## src/rtl/inst_fetch.sv

```systemverilog
// Instruction-fetch stage: takes the predicted PC, issues one outstanding memory read,
// and presents the fetched word (tagged with its PC) to decode, trapping misaligned PCs.
module inst_fetch #(
  parameter logic [31:0] RESET_PC = 32'hbfc0_0000
) (
  input  logic        clk,
  input  logic        rst,
  input  logic        flush,
  input  logic        stall_current_stage,
  input  logic        stall_next_stage,
  input  logic [31:0] pc_in,
  output logic        ram_en,
  output logic [31:0] ram_addr,
  input  logic        ram_ready,
  input  logic        ram_rvalid,
  input  logic [31:0] ram_rdata,
  output logic        stall_req,
  output logic        valid_out,
  output logic [31:0] pc_out,
  output logic [31:0] inst_out,
  output logic        adel_out,
  output logic [2:0]  dbg_state_o
);

  // Memory handshake: a request is taken on a cycle with ram_en & ram_ready; the single
  // response comes back on a later cycle with ram_rvalid. Decode consumes a result on a
  // cycle where valid_out is high and stall_next_stage is low.
  typedef enum logic [2:0] {
    S_IDLE = 3'd0,
    S_REQ  = 3'd1,
    S_WAIT = 3'd2,
    S_DROP = 3'd3,
    S_HOLD = 3'd4
  } state_t;

  state_t      state_q;
  logic        ram_en_q;
  logic [31:0] ram_addr_q;
  logic        valid_q;
  logic [31:0] pc_q;
  logic [31:0] inst_q;
  logic        adel_q;
  logic [31:0] hold_inst_q;
  logic        adel_pend_q;
  logic [31:0] adel_pc_q;

  always_ff @(posedge clk or posedge rst) begin
    if (rst) begin
      state_q     <= S_IDLE;
      ram_en_q    <= 1'b0;
      ram_addr_q  <= '0;
      valid_q     <= 1'b0;
      pc_q        <= RESET_PC;
      inst_q      <= '0;
      adel_q      <= 1'b0;
      hold_inst_q <= '0;
      adel_pend_q <= 1'b0;
      adel_pc_q   <= '0;
    end else if (flush) begin
      valid_q     <= 1'b0;
      adel_q      <= 1'b0;
      adel_pend_q <= 1'b0;
      ram_en_q    <= 1'b0;
      case (state_q)
        // An in-flight response must still be drained unless it is arriving right now.
        S_WAIT, S_DROP: state_q <= ram_rvalid ? S_IDLE : S_DROP;
        default:        state_q <= S_IDLE;
      endcase
    end else begin
      if (!stall_next_stage) begin
        valid_q <= 1'b0;
        adel_q  <= 1'b0;
      end
      // A misaligned PC is presented one cycle after it was latched.
      if (adel_pend_q && !stall_next_stage) begin
        valid_q     <= 1'b1;
        adel_q      <= 1'b1;
        pc_q        <= adel_pc_q;
        inst_q      <= '0;
        adel_pend_q <= 1'b0;
      end
      case (state_q)
        S_IDLE: begin
          if (!stall_current_stage && !stall_next_stage) begin
            if (pc_in[1:0] != 2'b00) begin
              adel_pend_q <= 1'b1;
              adel_pc_q   <= pc_in;
            end else begin
              state_q    <= S_REQ;
              ram_en_q   <= 1'b1;
              ram_addr_q <= pc_in;
            end
          end
        end
        S_REQ: begin
          if (ram_ready) begin
            state_q  <= S_WAIT;
            ram_en_q <= 1'b0;
          end
        end
        S_WAIT: begin
          if (ram_rvalid) begin
            if (!stall_next_stage) begin
              valid_q <= 1'b1;
              adel_q  <= 1'b0;
              pc_q    <= ram_addr_q;
              inst_q  <= ram_rdata;
              state_q <= S_IDLE;
            end else begin
              hold_inst_q <= ram_rdata;
              state_q     <= S_HOLD;
            end
          end
        end
        S_DROP: begin
          if (ram_rvalid) state_q <= S_IDLE;
        end
        S_HOLD: begin
          // ram_addr_q still carries the PC of the held word; no new request was issued.
          if (!stall_next_stage) begin
            valid_q <= 1'b1;
            adel_q  <= 1'b0;
            pc_q    <= ram_addr_q;
            inst_q  <= hold_inst_q;
            state_q <= S_IDLE;
          end
        end
        default: state_q <= S_IDLE;
      endcase
    end
  end

  assign ram_en      = ram_en_q;
  assign ram_addr    = ram_addr_q;
  assign stall_req   = (state_q == S_REQ) || (state_q == S_WAIT) || (state_q == S_DROP);
  assign valid_out   = valid_q;
  assign pc_out      = pc_q;
  assign inst_out    = inst_q;
  assign adel_out    = adel_q;
  assign dbg_state_o = state_q;

endmodule

```

## config.mk

```make
export PLATFORM = sky130hd
export DESIGN_NAME = inst_fetch
export DESIGN_NICKNAME = d
export VERILOG_FILES = /design/src/rtl/inst_fetch.sv
export SDC_FILE = /design/constraint.sdc
export NUM_CORES = 1
export LEC_CHECK = 0
export BUFFER_PORTS_ARGS = -buffer_cell sky130_fd_sc_hd__buf_2
export CAP_MARGIN = 20
export CORE_ASPECT_RATIO = 1.4
export CORE_MARGIN = 5
export CORE_UTILIZATION = 48
export DETAILED_ROUTE_END_ITERATION = 8
export PLACE_DENSITY_LB_ADDON = 0.2
export SYNTH_ARGS = -nofsm -noshare
export SYNTH_HDL_FRONTEND = slang
export SYNTH_SLANG_ARGS = --single-unit
```

## constraint.sdc

```tcl
create_clock -name clk -period 4.9 [get_ports clk]
set_input_delay 0.735 -clock clk [delete_from_list [all_inputs] [get_ports clk]]
set_output_delay 0.735 -clock clk [all_outputs]
set_load 0.01 [all_outputs]
```

==> impl_metrics.env <==
export IMPL_fillers=1172
export IMPL_post_cts_buffers=0
export IMPL_io_pins=174
export IMPL_area_growth_syn_to_layout_pct=23.1
export IMPL_drt_wl_total_um=17000
export IMPL_powerDensity_nw_per_um2=578
export IMPL_max_slew_worst_pin_slew_ps=1100
export IMPL_slew_viol_final=0
export IMPL_postRouteAntennaNets=0
export IMPL_final_cell_mix="buf_2, dfrtp_1, mux2_2"
export IMPL_vdd_drop_max_v=0.000266
export IMPL_drt_initial_drc_count=346
export IMPL_fmax_ghz=0.344
export IMPL_cap_viol_max_count=0
export IMPL_period_minus_slack_ps=2900
export IMPL_synth_edf_count=0
export IMPL_antenna_found_initial=0
export IMPL_cts_tree="yes"
export IMPL_layout_commonest_cell="buf_2"
export IMPL_worst_ep_arrival_time_ps=3220
export IMPL_track_usage=0.199
export IMPL_ys_ff_latch=167
export IMPL_port_buffers=173
export IMPL_startpoint_type="input pin"
export IMPL_p_total_w=0.00498
export IMPL_hold_ws_ps=494
export IMPL_core_area_um2=14400
export IMPL_grt_busiest_layer="met2"
export IMPL_crit_fanout=23
export IMPL_antenna_cells=0
export IMPL_clock_root_buffer="clkbuf_16"
export IMPL_ys_flop_type="dfrtp_1"
export IMPL_crit_required_ps=5210
export IMPL_clock_sinks=167
export IMPL_hpwlAfterDp_um=11100
export IMPL_min_path_type="in2async"
export IMPL_drcViolationCount=0
export IMPL_cts_resized=0
export IMPL_clk_pin_slew_worst_paths_ps=70
export IMPL_syn_nets=591
export IMPL_post_drt_via_cell_ratio=5.62
export IMPL_grtUsageMet3=0.0534
export IMPL_synth_top_cells_by_area="dfrtp_1, mux2_2, mux2_4"
export IMPL_fin_setup_tns_ps=0
export IMPL_grt_use_met2=0.336
export IMPL_netlist_area_um2=7010
export IMPL_fin_crit_sh=0.593
export IMPL_grt_start_max_net_pins=168
export IMPL_end_kind="flip-flop"
export IMPL_drive_gt1_frac=0.470
export IMPL_slew_headroom=0.265
export IMPL_syn_inst=520
export IMPL_dr_pass1_iters=5
export IMPL_hold_viol_final=0
export IMPL_syn_area_per_cell_um2=13.5
export IMPL_grt_pass1_vias=5317
export IMPL_synth_cell_types=38
export IMPL_avgRoutedWirePerCell_um=19.2
export IMPL_ctsHoldBuffers=0
export IMPL_vias=4971
export IMPL_status="complete, no violations"
export IMPL_setup_viol=0
export IMPL_critical_path_class="in2reg"
export IMPL_nNetsFinal=754
export IMPL_rows=52
export IMPL_die_x_um=112
export IMPL_die_area_um2=17200
export IMPL_initial_utilization=0.487
export IMPL_power_leakage_nw=4.23
export IMPL_cts_made_buffers=17
export IMPL_htreeDepth=4
export IMPL_die_h_um=153
export IMPL_finalClockSkew_ps=10.7
export IMPL_ys_warn_count=0
export IMPL_synth_top_area_frac=0.564
export IMPL_rsz0062_at_grt="false"
export IMPL_place_congestion=0.815
export IMPL_grt_ovfl_total=0
export IMPL_grtUsageMet1=0.252
export IMPL_yosys_area_top_type="dfrtp_1"
export IMPL_finalWorstSetupSlack_ps=2000
export IMPL_synth_seq_area_share=0.598
export IMPL_dp_slack_ps=1430
export IMPL_ctsLongestPathBuffers=2
export IMPL_grt_pass1_wl_um=27700
export IMPL_clock_latency_ps=420
export IMPL_async_flop_share=1.00
layer usage:
metal / part of all wire / wire [µm]
met1: 0.42 / 7130
met2: 0.50 / 8560
met3: 0.065 / 1110
met4: 0.013 / 225
met5: 0 / 0
kinds of logic after synthesis:
group / Yosys count / share of synthesized area
AO/OA/AOI/OAI: 114 / 0.122
AND/OR/NAND/NOR: 82 / 0.0736
multiplexers: 95 / 0.168
XOR/XNOR: 1 / 0.00125
flip-flops: 167 / 0.598
buffers and inverters: 61 / 0.0371
Yosys cell counts, types with 2 or more instances:
master     count
a21oi_1       10
a221o_1       35
a22oi_1       28
a31oi_1        3
and2_1         2
buf_1          4
buf_2          7
buf_6          3
clkbuf_1      23
dfrtp_1      158
dfstp_2        9
inv_1         24
mux2_2        67
mux2_4        28
nand2_1        2
nand2b_1       4
nand3b_1       2
nor2_1        18
nor2b_1        3
nor3_1         4
nor3b_1       37
nor4b_1        2
o21ai_0       25
o2bb2ai_1      5
or2_2          2
or3_1          2
or4_1          2
flip-flops by register name, indices dropped and copies added, names as in the netlist:
name,count
valid_out,1
inst_out,32
pc_out,32
ram_addr,32
dbg_state_o,3
adel_out,1
adel_pend_q,1
adel_pc_q,32
hold_inst_q,32
ram_en,1
layout make-up:
cell class / count / area [µm²] / share of cell area
flip-flops and latches: 167 / 4190 / 0.486
multi-input cells: 292 / 2600 / 0.302
repair buffers: 181 / 955 / 0.111
clock buffers: 20 / 457 / 0.0529
well taps: 189 / 236 / 0.0274
inverters: 24 / 93.8 / 0.0109
clock inverters: 12 / 92.6 / 0.0107
worst paths after layout:
path | start | endpoint | slack [ps] | depth (start not counted)
max in group asynchronous | rst | inst_out[31]$_DFFE_PP0N_ | 3620 | 3
min in group clk | hold_inst_q[28]$_DFFE_PP0P_ | inst_out[28]$_DFFE_PP0N_ | 500 | 2
hold / removal | rst | pc_out[3]$_DFFE_PP0N_ | 490 | 3
hold reg to reg | hold_inst_q[28]$_DFFE_PP0P_ | inst_out[28]$_DFFE_PP0N_ | 500 | 2
setup / recovery | flush | ram_en$_DFFE_PP0P_ | 2000 | 6
setup reg to reg | dbg_state_o[0]$_DFFE_PP0P_ | ram_en$_DFFE_PP0P_ | 2000 | 5
worst max-delay path: stages:
cell,delay [ps]
buf_2,240
or3_1,550
or4_2,980
buf_12,300
nor2b_1,150
a311oi_1,250
report_power, final:
group,internal (W),switching (W)
registers,0.00197,0.000363
clock network,0.000682,0.000567
logic,0.000779,0.000626
metrics by stage:
| stage | instances | cell area [µm²] | util |
|---|---|---|---|
| 6_report | 885 | 8630 | 0.600 |
| 5_1_grt | 885 | 8630 | 0.600 |
| 4_1_cts | 883 | 8590 | 0.598 |
| 3_5_place_dp | 851 | 8050 | 0.560 |
| 3_3_place_gp | 851 | 8050 | 0.560 |
| 2_1_floorplan | 520 | 7010 | - |
(Power assumes the default switching activity.)
